[src/rtl/pattern_seq_pkg.sv]
// pattern_seq_pkg: mode and state encodings shared by the pattern sequencer.
package pattern_seq_pkg;
  typedef enum logic [1:0] {
    MODE_LOOP     = 2'd0,
    MODE_ONESHOT  = 2'd1,
    MODE_PINGPONG = 2'd2,
    MODE_HOLD     = 2'd3
  } mode_e;
  typedef enum logic [1:0] {
    ST_IDLE = 2'd0,
    ST_RUN  = 2'd1,
    ST_DONE = 2'd2
  } state_e;
endpackage

[src/rtl/pattern_sequencer_step_timer.sv]
// step_timer: prescaler that wraps at DIV-1 while enabled and freezes otherwise.
module step_timer #(
  parameter int DIV = 4
) (
  input  logic clk,
  input  logic rst,
  input  logic en,
  input  logic clr,
  output logic tick,
  output logic zero
);
  localparam logic [31:0] DIV_M1 = 32'(DIV - 1);
  logic [31:0] count_q;
  assign tick = en && (count_q == DIV_M1);
  assign zero = (count_q == '0);
  always_ff @(posedge clk or posedge rst)
    if (rst) count_q <= '0;
    else if (clr) count_q <= '0;
    else if (en) count_q <= tick ? '0 : count_q + 32'd1;
endmodule

[src/rtl/pattern_sequencer.sv]
// pattern_sequencer: steps a ROM address at a fixed refresh rate and registers the
// returned pattern word; supports loop, one-shot, ping-pong and hold modes.
module pattern_sequencer import pattern_seq_pkg::*; #(
  parameter int DATA_WIDTH      = 64,
  parameter int ADDR_WIDTH      = 6,
  parameter int ROM_DEPTH       = 36,
  parameter int CLOCK_FREQUENCY = 200000000,
  parameter int REFRESH_RATE    = 10
) (
  input  logic                  clk,
  input  logic                  rst,
  input  logic                  en,
  input  logic                  start,
  input  logic                  stop,
  input  logic [1:0]            mode,
  output logic [ADDR_WIDTH-1:0] rom_addr,
  input  logic [DATA_WIDTH-1:0] rom_data,
  output logic [DATA_WIDTH-1:0] dout,
  output logic                  dout_valid,
  output logic                  flag,
  output logic                  busy,
  output logic                  done
);
  localparam int DIV = CLOCK_FREQUENCY / REFRESH_RATE;
  localparam logic [ADDR_WIDTH-1:0] LAST = ADDR_WIDTH'(ROM_DEPTH - 1);
  localparam logic [ADDR_WIDTH-1:0] ONE = ADDR_WIDTH'(1);
  if (DIV < 2) begin : g_bad_div
    $error("pattern_sequencer: DIV must be >= 2");
  end
  if (ROM_DEPTH < 1 || ROM_DEPTH > 2 ** ADDR_WIDTH) begin : g_bad_depth
    $error("pattern_sequencer: ROM_DEPTH out of range for ADDR_WIDTH");
  end
  state_e                  state_q, state_d;
  mode_e                   mode_q, mode_d;
  logic [ADDR_WIDTH-1:0]   addr_q, addr_d;
  logic                    dir_q, dir_d;
  logic                    busy_q, done_q, v1_q, vld_q;
  logic [DATA_WIDTH-1:0]   dout_q;
  logic                    run, tick, zero, at_last, at_zero;
  assign run     = (state_q == ST_RUN) && en;
  assign at_last = (addr_q == LAST);
  assign at_zero = (addr_q == '0);
  step_timer #(.DIV(DIV)) u_timer (
    .clk  (clk),
    .rst  (rst),
    .en   (run),
    .clr  (start || stop),
    .tick (tick),
    .zero (zero)
  );
  // dir_q: 0 = counting up, 1 = counting down (ping-pong only)
  always_comb begin
    state_d = state_q;
    addr_d  = addr_q;
    dir_d   = dir_q;
    mode_d  = mode_q;
    if (stop) begin
      state_d = ST_IDLE;
      addr_d  = '0;
    end else if (start) begin
      state_d = ST_RUN;
      addr_d  = '0;
      dir_d   = 1'b0;
      mode_d  = mode_e'(mode);
    end else if (tick) begin
      unique case (mode_q)
        MODE_LOOP: addr_d = at_last ? '0 : addr_q + ONE;
        MODE_ONESHOT: begin
          addr_d  = at_last ? addr_q : addr_q + ONE;
          state_d = at_last ? ST_DONE : ST_RUN;
        end
        MODE_PINGPONG: if (ROM_DEPTH > 1) begin
          addr_d = (dir_q ? at_zero : !at_last) ? addr_q + ONE : addr_q - ONE;
          dir_d  = dir_q ? !at_zero : at_last;
        end
        MODE_HOLD: addr_d = addr_q;
      endcase
    end
  end
  always_ff @(posedge clk or posedge rst)
    if (rst) begin
      state_q <= ST_IDLE;
      mode_q  <= MODE_LOOP;
      addr_q  <= '0;
      dir_q   <= 1'b0;
      busy_q  <= 1'b0;
      done_q  <= 1'b0;
      v1_q    <= 1'b0;
      vld_q   <= 1'b0;
      dout_q  <= '0;
    end else begin
      state_q <= state_d;
      mode_q  <= mode_d;
      addr_q  <= addr_d;
      dir_q   <= dir_d;
      busy_q  <= (state_d == ST_RUN);
      done_q  <= (state_d == ST_DONE);
      v1_q    <= (state_q != ST_IDLE);
      vld_q   <= v1_q;
      dout_q  <= v1_q ? rom_data : dout_q;
    end
  assign rom_addr   = addr_q;
  assign dout       = dout_q;
  assign dout_valid = vld_q;
  assign flag       = run && zero;
  assign busy       = busy_q;
  assign done       = done_q;
endmodule

[config.mk]
export PLATFORM = sky130hd
export DESIGN_NAME = pattern_sequencer
export DESIGN_NICKNAME = d
export VERILOG_FILES = /design/src/rtl/pattern_seq_pkg.sv /design/src/rtl/pattern_sequencer_step_timer.sv /design/src/rtl/pattern_sequencer.sv
export SDC_FILE = /design/constraint.sdc
export NUM_CORES = 1
export LEC_CHECK = 0
export BUFFER_PORTS_ARGS = -buffer_cell sky130_fd_sc_hd__buf_2
export CAP_MARGIN = 20
export CELL_PAD_IN_SITES_DETAIL_PLACEMENT = 1
export CELL_PAD_IN_SITES_GLOBAL_PLACEMENT = 2
export CORE_MARGIN = 2
export CORE_UTILIZATION = 33
export CTS_CLUSTER_SIZE = 30
export DETAILED_ROUTE_END_ITERATION = 8
export HOLD_SLACK_MARGIN = 0.06
export PLACE_DENSITY_LB_ADDON = 0.05
export SKIP_CTS_REPAIR_TIMING = 1
export SYNTH_ARGS = -nofsm -noshare
export SYNTH_HDL_FRONTEND = slang
export SYNTH_SLANG_ARGS = --single-unit
[constraint.sdc]
create_clock -name clk -period 3.9 [get_ports clk]
set_input_delay 0.585 -clock clk [delete_from_list [all_inputs] [get_ports clk]]
set_output_delay 0.585 -clock clk [all_outputs]
set_load 0.03 [all_outputs]
==> run metrics <==
FF-to-FF End=rom_addr[3]; Synth Net Count=521; Post-synth ARST share=100%; vias in the first global route=4079; Worst Setup SP=u_timer.count_q[26]; Syn Area/Cell=11.5 sq um; max-slew violation count=0; leakage=0.00289 uW; FF-to-FF Start=rom_addr[1]; Syn Std Cell Area=0.00510 sq mm; run status=finished clean; Worst-path clk slew=70 ps; post-synthesis sequential area ratio=54.5%; root buffer cell=clkbuf_16; RD Place Congestion=0.797; clk_skew=8.70 ps; filler instances=1692; number of flops mapped to enable cells by yosys=0; pwr/cell area=439 mW/mm^2; H-Tree Depth=3; Top FF cell, synth=dfrtp_1; Finished Cell Area=0.00630 sq mm; Congestion Overflow GR=0; die area=0.0165 sq mm; fmax=381 MHz; Total GRT Usage=16.3%; clock sinks=111; Hold Crit Class=input port to asynchronous set/reset pin; Via-to-Cell Ratio=5.11; Placed Instances=762; cell count after synthesis=442; Synth Register Bits=111; Total Wirelength=13200 um; clk_lat worst skew=350 ps; Starting DRT DRC Count=141; cts bufs inserted=9; Buffers on Ports=144; FF-to-FF path depth=7; via count=3974; largest net degree at the start of global routing=66; initial core utilization=33.7%; Worst EP required=3310 ps; Core Box Area=0.0151 sq mm; dpl ws=1300 ps; global-route wire length before repair=21300 um; period utilisation layout=67.3%; Fin Setup TNS=0 ps; placed inst area=0.00602 sq mm; row cnt=45; Chip Width=128 um; initial antenna violation count=0; num ports=145; DR DRC count=0; drt pass-1 iters=4; Final Setup Violations=0; Routed Antenna Nets=0; leading cell type in the layout, fill and taps excluded=buf_2; register area=0.00278 sq mm; nets=664; Post-DP HPWL=9900 um; CP Capture Point=flag; Max clock buf depth=2; CTS tree=built; Yosys cell types=54; unrepaired setup endpoints after global routing=false; Setup Crit Path Kind=flop to output pin; Slew Limit Headroom=47.9%; synth warn=0; worst hold slack=379 ps; Layout Cells excl Fill=778; critical path peak fanout=6; area delta synth->final=23.6%; most frequent cells in the layout=buf_2 (144), dfrtp_1 (110), mux2_2 (64); Setup WS post-layout=1280 ps; CP Capture Type=output pin; final hold violation count=0; Worst Path Arrival=2040 ps; R2R setup slack=1400 ps; Antenna Cells=0; worst vdd ir=0.206 mV; routed wire length per instance=16.9 um; DIE HEIGHT=128 um; min Tclk post-route=2620 ps; layout cells sized above 1=40.8%; crit start category=flop; Max Cap Violations=0; Worst Max-Slew Pin Slew=782 ps; area of the multi-input gates=0.00220 sq mm
[layout make-up]
type / count / share of cell area [%]
Sequential cell: 111 / 44.1
Multi-Input combinational cell: 303 / 35.0
Timing Repair Buffer: 148 / 11.9
Tap cell: 188 / 3.73
Clock buffer: 9 / 3.57
Clock inverter: 7 / 0.992
Inverter: 12 / 0.754
[worst min-delay path by stage]
stage | startpoint | to | slack [ps]
after floorplan | v1_q | dout_valid | 350
after global placement | dout[16] | dout[16] | 480
after detailed placement | dout[38] | dout[38] | 490
after CTS | rst | dout[40] | 410
after global routing | rom_data[35] | dout[35] | 440
final | rst | dout[53] | 380
[per-stage QoR]
step	total power, uW	utilization [%]
3_3_place_gp	1900	39.7
3_5_place_dp	1910	39.7
4_1_cts	2820	41.6
2_1_floorplan	1710	-
5_1_grt	2900	41.6
6_report	2770	41.6
[synth_stat cells, types with 5 or more instances]
| cell type | instances | area share (%) |
|---|---|---|
| mux2_2 | 64 | 14 |
| ha_1 | 8 | 2.0 |
| inv_1 | 12 | 0.88 |
| dfrtp_1 | 111 | 54 |
| nand4_1 | 12 | 1.5 |
| nor4_1 | 7 | 0.86 |
| xor2_1 | 15 | 2.6 |
| and3_1 | 13 | 1.6 |
| nand2_1 | 34 | 2.5 |
| nor3_1 | 11 | 1.1 |
| a21oi_1 | 8 | 0.78 |
| xnor2_1 | 8 | 1.4 |
| o21ai_0 | 11 | 1.1 |
| clkbuf_1 | 10 | 0.74 |
| buf_2 | 5 | 0.49 |
| nor2_1 | 44 | 3.2 |
| nand3_1 | 14 | 1.4 |
[critical path, stage by stage, from the launching register on]
cell	delay [ps]
dfrtp_1	430
nor4_1	360
nand4_1	290
nor3_1	350
buf_2	260
[where the power goes]
group	total, uW	internal, uW	leakage (uW)	switching, uW
combinational	565	199	0.00136	366
clock	893	449	0.000138	445
sequential	1310	1250	0.00140	57.3
[state kept, by name, indices dropped and copies added, names as in the netlist]
name             count
mode_q               2
dout_valid           1
done                 1
rom_addr             6
dout                64
v1_q                 1
state_q              2
busy                 1
u_timer.count_q     32
dir_q                1
[per-layer routing]
| layer | up-vias | global-route usage [%] | wire length (um) |
|---|---|---|---|
| li1 | 1865 | - | - |
| met1 | 1992 | 21.4 | 6020 |
| met2 | 102 | 27.1 | 6250 |
| met3 | 15 | 2.95 | 659 |
| met4 | 0 | 6.21 | 245 |
| met5 | - | 0 | 0 |
[logic make-up (layout without fill, tap and decap cells)]
logic type | count (synthesis) | in the layout | synth area share [%]
buf+inv | 28 | 176 | 2.33
flops | 111 | 111 | 54.5
compound gates | 48 | 48 | 6.75
simple gates | 158 | 158 | 16.0
xor+xnor | 23 | 23 | 3.95
mux | 66 | 66 | 14.5
fa+ha+maj | 8 | 8 | 1.96
Note: power is estimated with default switching activity, not from simulation.
